### config.mk
export PLATFORM = sky130hd
export DESIGN_NAME = expr_sweep_gen
export DESIGN_NICKNAME = d
export VERILOG_FILES = /design/src/rtl/expr_sweep_gen.sv
export SDC_FILE = /design/constraint.sdc
export NUM_CORES = 1
export LEC_CHECK = 0
export CAP_MARGIN = 10
export CORE_MARGIN = 2
export CORE_UTILIZATION = 57
export DETAILED_ROUTE_END_ITERATION = 8
export PLACE_DENSITY_LB_ADDON = 0.25
export SLEW_MARGIN = 25
export SYNTH_ARGS = -nofsm -noshare
export SYNTH_HDL_FRONTEND = slang
export SYNTH_SLANG_ARGS = --single-unit
### constraint.sdc
create_clock -name clk -period 3.85 [get_ports clk]
set_clock_uncertainty 0.15 [all_clocks]
set_input_delay 0.385 -clock clk [delete_from_list [all_inputs] [get_ports clk]]
set_output_delay 0.385 -clock clk [all_outputs]
set_load 0.01 [all_outputs]
### src/rtl/expr_sweep_gen.sv
// expr_sweep_gen: odometer sweep of three operands (c fastest, a slowest),
// each vector held for DWELL cycles, with a registered evaluation of one
// selectable operator per run and an optional all-zero settle vector.
module expr_sweep_gen #(
    parameter int WIDTH     = 2,
    parameter int DWELL     = 5,
    parameter bit SETTLE_EN = 1'b1
) (
    input  logic                 clk,
    input  logic                 rst_n,
    input  logic                 start,
    input  logic                 abort,
    input  logic [4:0]           op_sel,
    output logic                 busy,
    output logic                 done,
    output logic                 vec_valid,
    output logic [WIDTH-1:0]     a,
    output logic [WIDTH-1:0]     b,
    output logic [WIDTH-1:0]     c,
    output logic [2*WIDTH-1:0]   result,
    output logic [3*WIDTH:0]     vec_count
);

    localparam int RW = 2 * WIDTH;
    localparam int OW = 3 * WIDTH;
    localparam int CW = 3 * WIDTH + 1;
    localparam int DW = (DWELL > 1) ? $clog2(DWELL) : 1;

    localparam logic [DW-1:0] DWELL_LAST = DW'(DWELL - 1);
    localparam logic [DW-1:0] DWELL_ONE  = DW'(1'b1);
    // Total vector count V = 2^(3*WIDTH): a single one above the operand bits.
    localparam logic [CW-1:0] VEC_TOTAL  = {1'b1, {OW{1'b0}}};

    typedef enum logic [1:0] {
        ST_IDLE   = 2'd0,
        ST_RUN    = 2'd1,
        ST_SETTLE = 2'd2,
        ST_DONE   = 2'd3
    } state_t;

    state_t          state_r;
    logic [4:0]      op_r;
    logic [DW-1:0]   dwell_cnt_r;

    logic [OW-1:0]   operands_inc_s;
    logic [CW-1:0]   vec_count_inc_s;
    logic            dwell_end_s;
    logic            last_vec_s;
    logic [RW-1:0]   result_nxt_s;

    // Widen a single boolean to the result width.
    function automatic logic [RW-1:0] bool_ext(input logic bit_in);
        return {{(RW-1){1'b0}}, bit_in};
    endfunction

    // Reduction parity of one operand.
    function automatic logic parity(input logic [WIDTH-1:0] x);
        return ^x;
    endfunction

    // Operator evaluator: every result is zero-extended to 2*WIDTH bits.
    function automatic logic [RW-1:0] eval_op(
        input logic [4:0]       op,
        input logic [WIDTH-1:0] x,
        input logic [WIDTH-1:0] y,
        input logic [WIDTH-1:0] z
    );
        logic [RW-1:0]    ex;
        logic [RW-1:0]    ey;
        logic [RW-1:0]    ez;
        logic [RW-1:0]    r;
        logic [WIDTH-1:0] zero_w;
        zero_w = {WIDTH{1'b0}};
        ex     = {zero_w, x};
        ey     = {zero_w, y};
        ez     = {zero_w, z};
        case (op)
            5'd0:    r = {RW{1'b0}};
            5'd1:    r = ex;
            5'd2:    r = ex ^ ey;
            5'd3:    r = ex & ey;
            5'd4:    r = ex | ey;
            5'd5:    r = {zero_w, x ~^ y};
            5'd6:    r = ex + ey;
            5'd7:    r = ex - ey;
            5'd8:    r = ex * ey;
            // Divide by zero returns all ones at operand width.
            5'd9:    r = (y == zero_w) ? {zero_w, {WIDTH{1'b1}}} : ex / ey;
            // Modulo by zero returns the dividend.
            5'd10:   r = (y == zero_w) ? ex : ex % ey;
            5'd11:   r = ex << y;
            5'd12:   r = ex >> y;
            5'd13:   r = bool_ext(x < y);
            5'd14:   r = bool_ext(x > y);
            5'd15:   r = bool_ext(x <= y);
            5'd16:   r = bool_ext(x >= y);
            5'd17:   r = bool_ext(x == y);
            5'd18:   r = bool_ext(x != y);
            5'd19:   r = bool_ext((x != zero_w) || (y != zero_w));
            5'd20:   r = bool_ext((x != zero_w) && (y != zero_w));
            5'd21:   r = (x != zero_w) ? ey : ez;
            5'd22:   r = {zero_w, ~x};
            5'd23:   r = bool_ext(&x);
            5'd24:   r = bool_ext(|x);
            5'd25:   r = bool_ext(parity(x));
            5'd26:   r = bool_ext(~&x);
            5'd27:   r = bool_ext(~|x);
            5'd28:   r = bool_ext(~parity(x));
            5'd29:   r = bool_ext(x == zero_w);
            5'd30:   r = {x, x};
            5'd31:   r = {x, y};
            default: r = {RW{1'b0}};
        endcase
        return r;
    endfunction

    // Next odometer position, saturating vector count, dwell/sweep end decodes and next result.
    always_comb begin
        operands_inc_s  = {a, b, c} + {{(OW-1){1'b0}}, 1'b1};
        vec_count_inc_s = (vec_count == VEC_TOTAL) ? vec_count
                                                   : vec_count + {{(CW-1){1'b0}}, 1'b1};
        dwell_end_s     = (dwell_cnt_r == DWELL_LAST);
        last_vec_s      = &{a, b, c};
        result_nxt_s    = eval_op(op_r, a, b, c);
    end

    // Sweep sequencer: state, latched operator, dwell counter and all sweep outputs.
    always_ff @(posedge clk) begin
        if (!rst_n) begin
            state_r     <= ST_IDLE;
            op_r        <= 5'd0;
            dwell_cnt_r <= {DW{1'b0}};
            busy        <= 1'b0;
            done        <= 1'b0;
            vec_valid   <= 1'b0;
            a           <= {WIDTH{1'b0}};
            b           <= {WIDTH{1'b0}};
            c           <= {WIDTH{1'b0}};
            vec_count   <= {CW{1'b0}};
        end else begin
            done <= 1'b0;
            case (state_r)
                ST_IDLE: begin
                    vec_valid <= 1'b0;
                    // start wins over a simultaneous abort here.
                    if (start) begin
                        state_r     <= ST_RUN;
                        op_r        <= op_sel;
                        dwell_cnt_r <= {DW{1'b0}};
                        busy        <= 1'b1;
                        vec_valid   <= 1'b1;
                        a           <= {WIDTH{1'b0}};
                        b           <= {WIDTH{1'b0}};
                        c           <= {WIDTH{1'b0}};
                        vec_count   <= {{(CW-1){1'b0}}, 1'b1};
                    end else begin
                        state_r <= ST_IDLE;
                    end
                end
                ST_RUN: begin
                    if (abort) begin
                        state_r   <= ST_IDLE;
                        busy      <= 1'b0;
                        vec_valid <= 1'b0;
                    end else if (dwell_end_s) begin
                        dwell_cnt_r <= {DW{1'b0}};
                        if (last_vec_s) begin
                            vec_valid <= 1'b0;
                            if (SETTLE_EN) begin
                                state_r <= ST_SETTLE;
                                a       <= {WIDTH{1'b0}};
                                b       <= {WIDTH{1'b0}};
                                c       <= {WIDTH{1'b0}};
                            end else begin
                                state_r <= ST_DONE;
                                busy    <= 1'b0;
                                done    <= 1'b1;
                            end
                        end else begin
                            {a, b, c}  <= operands_inc_s;
                            vec_count  <= vec_count_inc_s;
                            vec_valid  <= 1'b1;
                        end
                    end else begin
                        dwell_cnt_r <= dwell_cnt_r + DWELL_ONE;
                        vec_valid   <= 1'b0;
                    end
                end
                ST_SETTLE: begin
                    vec_valid <= 1'b0;
                    if (abort) begin
                        state_r <= ST_IDLE;
                        busy    <= 1'b0;
                    end else if (dwell_end_s) begin
                        state_r     <= ST_DONE;
                        dwell_cnt_r <= {DW{1'b0}};
                        busy        <= 1'b0;
                        done        <= 1'b1;
                    end else begin
                        dwell_cnt_r <= dwell_cnt_r + DWELL_ONE;
                    end
                end
                ST_DONE: begin
                    // start and abort are both ignored for this one cycle.
                    state_r   <= ST_IDLE;
                    busy      <= 1'b0;
                    vec_valid <= 1'b0;
                end
                default: begin
                    state_r   <= ST_IDLE;
                    busy      <= 1'b0;
                    vec_valid <= 1'b0;
                end
            endcase
        end
    end

    // Result register: follows the operands with one cycle of lag while a run is
    // in progress (including the DONE cycle) and holds once back in IDLE.
    always_ff @(posedge clk) begin
        if (!rst_n) begin
            result <= {RW{1'b0}};
        end else if (state_r != ST_IDLE) begin
            result <= result_nxt_s;
        end else begin
            result <= result;
        end
    end

endmodule

==> results by group <==
Status
  – Outcome: complete, no violations

Cells and area
  – # fillers: about 380
  – P&R area growth vs syn: 15.7%
  – Area of the multi-input gates: 0.00176 mm2
  – Nets: 390
  – Share of layout cells above drive strength 1: 0.0421
  – Reg area: 601 um2
  – Ant. Diodes: 0

GRT
  – First-pass GRT wire length: 11400 um
  – Vias in the first global route: between 2000 and 2500
  – Largest net degree at the start of global routing: 26
  – Initial antenna violation count: 0
  – Grt ovf: 0
  – GRT Util Overall: 0.287

Yosys
  – Yosys cell types: 51
  – Synth Warn #: 0
  – Post-Synthesis Cells: 335
  – Syn_nets: 370
  – Synth top area share: 0.239
  – Cells taking the most area after synthesis: dfxtp_1, ha_1, a21oi_1
  – Ys async rst share: 0
  – Post-Synthesis Cell Area: 0.00251 mm2
  – Syn Area/Cell: 7.49 um2
  – Top FF cell, synth: dfxtp_1
  – Largest area contributor in the netlist: dfxtp_1
  – Number of synthesized register bits: 30
  – Number of synthesized flops with an enable pin: 0
  – Sequential element share of the synthesized area: 0.239

Clocking
  – Post-cts sizing count: 0
  – TritonCTS clock tree: built
  – Setup bufs post-CTS: 0
  – Clock tree buffer depth: 2
  – CTS Hold Bufs: 0
  – TritonCTS Buffers: 5
  – Num Clock Sinks: 30
  – Root buf cell: clkbuf_8
  – Skew-Pair Late Insertion Delay: 0.28 ns
  – Clock-pin slew on the worst setup and hold paths: roughly 0.060 ns
  – H-tree depth: 2

Critical path
  – Worst path most repeated cell: a21oi_1
  – WP data required: 3.85 ns
  – CP peak stage delay: 0.50 ns
  – Critical path type: flip-flop to flip-flop
  – Worst-path maximum fanout: 11
  – Critical path arrival: 3.20 ns
  – CP endpoint kind: flip-flop
  – Slowest cell on crit path: dfxtp_1
  – Critical Path, Cell by Cell: inv_1, ha_1, nor2_1, o21ai_0, a21oi_1, ha_1, a21oi_1, a21oi_1, mux2i_1, a221oi_1, a31oi_1
  – Critical path launch point type: flip-flop

Drt
  – DR vias/cell: 6.41
  – DR iter-0 viols: 226
  – Drt total wl: 6820 um
  – Routed via count: 2617
  – Number of detailed-route iterations in the first pass: 6
  – DRC violations left: 0
  – ANT nets after route: 0
  – Wire per inst: 16.7 um

STA
  – Hold Fails Final Rpt: 0
  – Unrepaired setup endpoints after global routing: no
  – Setup-failing EPs final: 0
  – Tmin final: 3.21 ns
  – Worst hold slack: 0.329 ns
  – Max-slew violations: 0
  – Fmax: between 300 and 400 MHz
  – Relative slew slack: 0.448
  – Worst-Margin Slew: 0.826 ns
  – Setup TNS Final: 0 ns
  – Part of the cycle the worst path needs: 0.833

Pwr
  – Worst vdd ir: 0.000260 V
  – Lkg Pwr: 0.993 nW
  – Power Dens Cells: about 270 mW/mm2

Hold path
  – Hold WC Path Type: flip-flop to flip-flop

Floorplan
  – I/O pin total: 29
  – DIE HEIGHT: 70.3 um
  – Core Area: 0.00429 mm2
  – DIE AREA: 0.00495 mm2
  – Initial Util: 0.584
  – # rows: 24
  – Die Width: between 70 and 80 um

Place
  – Hpwl dp: between 4000 and 5000 um
  – Port-buffer cells: 28
  – Placer congestion estimate: 1.01

Flow run
  – Max Cap Viol: 0
[placed cells by master, fill, tap and decap left out, types with 8 or more instances in the layout]
master	n
nor2_1	34
a21oi_1	30
dfxtp_1	30
nand2_1	28
clkdlybuf4s50_1	28
ha_1	23
o21ai_0	20
inv_1	19
nand3_1	16
nand4_1	11
nor3_1	10
nor2b_1	9
clkbuf_8	8
[synthesized netlist by cell type (2+ instances only)]
master    instances
o21ai_0          20
nor2_1           34
and2_1            3
fa_1              3
xnor2_1           5
inv_1            19
xor2_1            3
nand3_1          16
nand4_1          11
a211o_1           3
a21oi_1          30
nor4b_1           2
a21boi_0          3
nor3b_1           2
a221oi_1          3
mux2_2            2
nand3b_1          4
buf_2             4
a31oi_1           7
mux2i_1           6
o31ai_1           4
nand2b_1          6
o31a_1            2
clkbuf_1         10
dfxtp_1          30
nand2_1          28
or3_1             3
nor2b_1           9
buf_4             2
nor3_1           10
nor4_1            4
and3_1            2
ha_1             23
a211oi_1          5
[registers in the layout, indices dropped and copies added, names as in the netlist]
name         flops
vec_valid        1
done             1
op_r             5
busy             1
c                2
dwell_cnt_r      3
b                2
a                2
vec_count        7
state_r          2
result           4
[logic make-up (layout without fill, tap and decap cells)]
group                    count (synthesis)  after routing  share of synthesized area
AO/OA/AOI/OAI                           88             88                      0.219
XOR/XNOR                                 8              8                     0.0279
adder cells (fa/ha/maj)                 26             26                      0.139
buffers and inverters                   37             58                     0.0603
flip-flops                              30             30                      0.239
multiplexers                             8              8                     0.0329
AND/OR/NAND/NOR                        138            138                      0.281
[stage by stage]
step           cells  instance area, um2  total power (W)  utilization  setup WS, ns
2_1_floorplan    335                2510         0.000442            -         0.854
3_5_place_dp     400                2790         0.000484        0.650         0.717
4_1_cts          408                2900         0.000783        0.676         0.704
5_1_grt          408                2900         0.000814        0.676         0.459
6_report         408                2900         0.000781        0.676         0.644
3_3_place_gp     400                2790         0.000482        0.650         0.783
[where the power goes]
| part | leakage (nW) | switching [W] | internal, W | total (W) |
|---|---|---|---|---|
| sequential | 0.244 | 0.0000298 | 0.000321 | 0.000351 |
| clock | 0.0575 | 0.000120 | 0.000180 | 0.000301 |
| combinational | 0.692 | 0.0000736 | 0.0000558 | 0.000129 |
[final timing paths]
| check | from | endpoint | slack (ns) | cells past startpoint |
|---|---|---|---|---|
| setup reg to reg | a[1]$_SDFFE_PN0P_ | result[0]$_SDFFE_PN0N_ | 0.64 | 11 |
| hold / removal | state_r[1]$_SDFFE_PN0P_ | state_r[1]$_SDFFE_PN0P_ | 0.33 | 2 |
| setup / recovery | a[1]$_SDFFE_PN0P_ | result[0]$_SDFFE_PN0N_ | 0.64 | 11 |
| hold reg to reg | state_r[1]$_SDFFE_PN0P_ | state_r[1]$_SDFFE_PN0P_ | 0.33 | 2 |
[final cells by class]
type                       count  share of cell area
clock buffer                   8              0.0379
tap                           52              0.0224
sequential                    30               0.207
multi-input combinational    268               0.605
inverter                      20              0.0259
timing repair buffer          30               0.102
[per-layer routing]
metal  global-route usage  share of wire
met1                0.359           0.43
met2                0.480           0.49
met3               0.0462          0.052
met4                0.135          0.029
met5                    0              0
[critical path: cells and delay by family (launching register included)]
| kind | cells | cell delay [ns] |
|---|---|---|
| buffers and inverters | 1 | 0.30 |
| AOI/OAI and AO/OA | 6 | 1.27 |
| and+or+nand+nor | 1 | 0.11 |
| adders and majority gates | 2 | 0.61 |
| muxes | 1 | 0.13 |
| DFF | 1 | 0.50 |
Note: power is estimated with default switching activity, not from simulation.
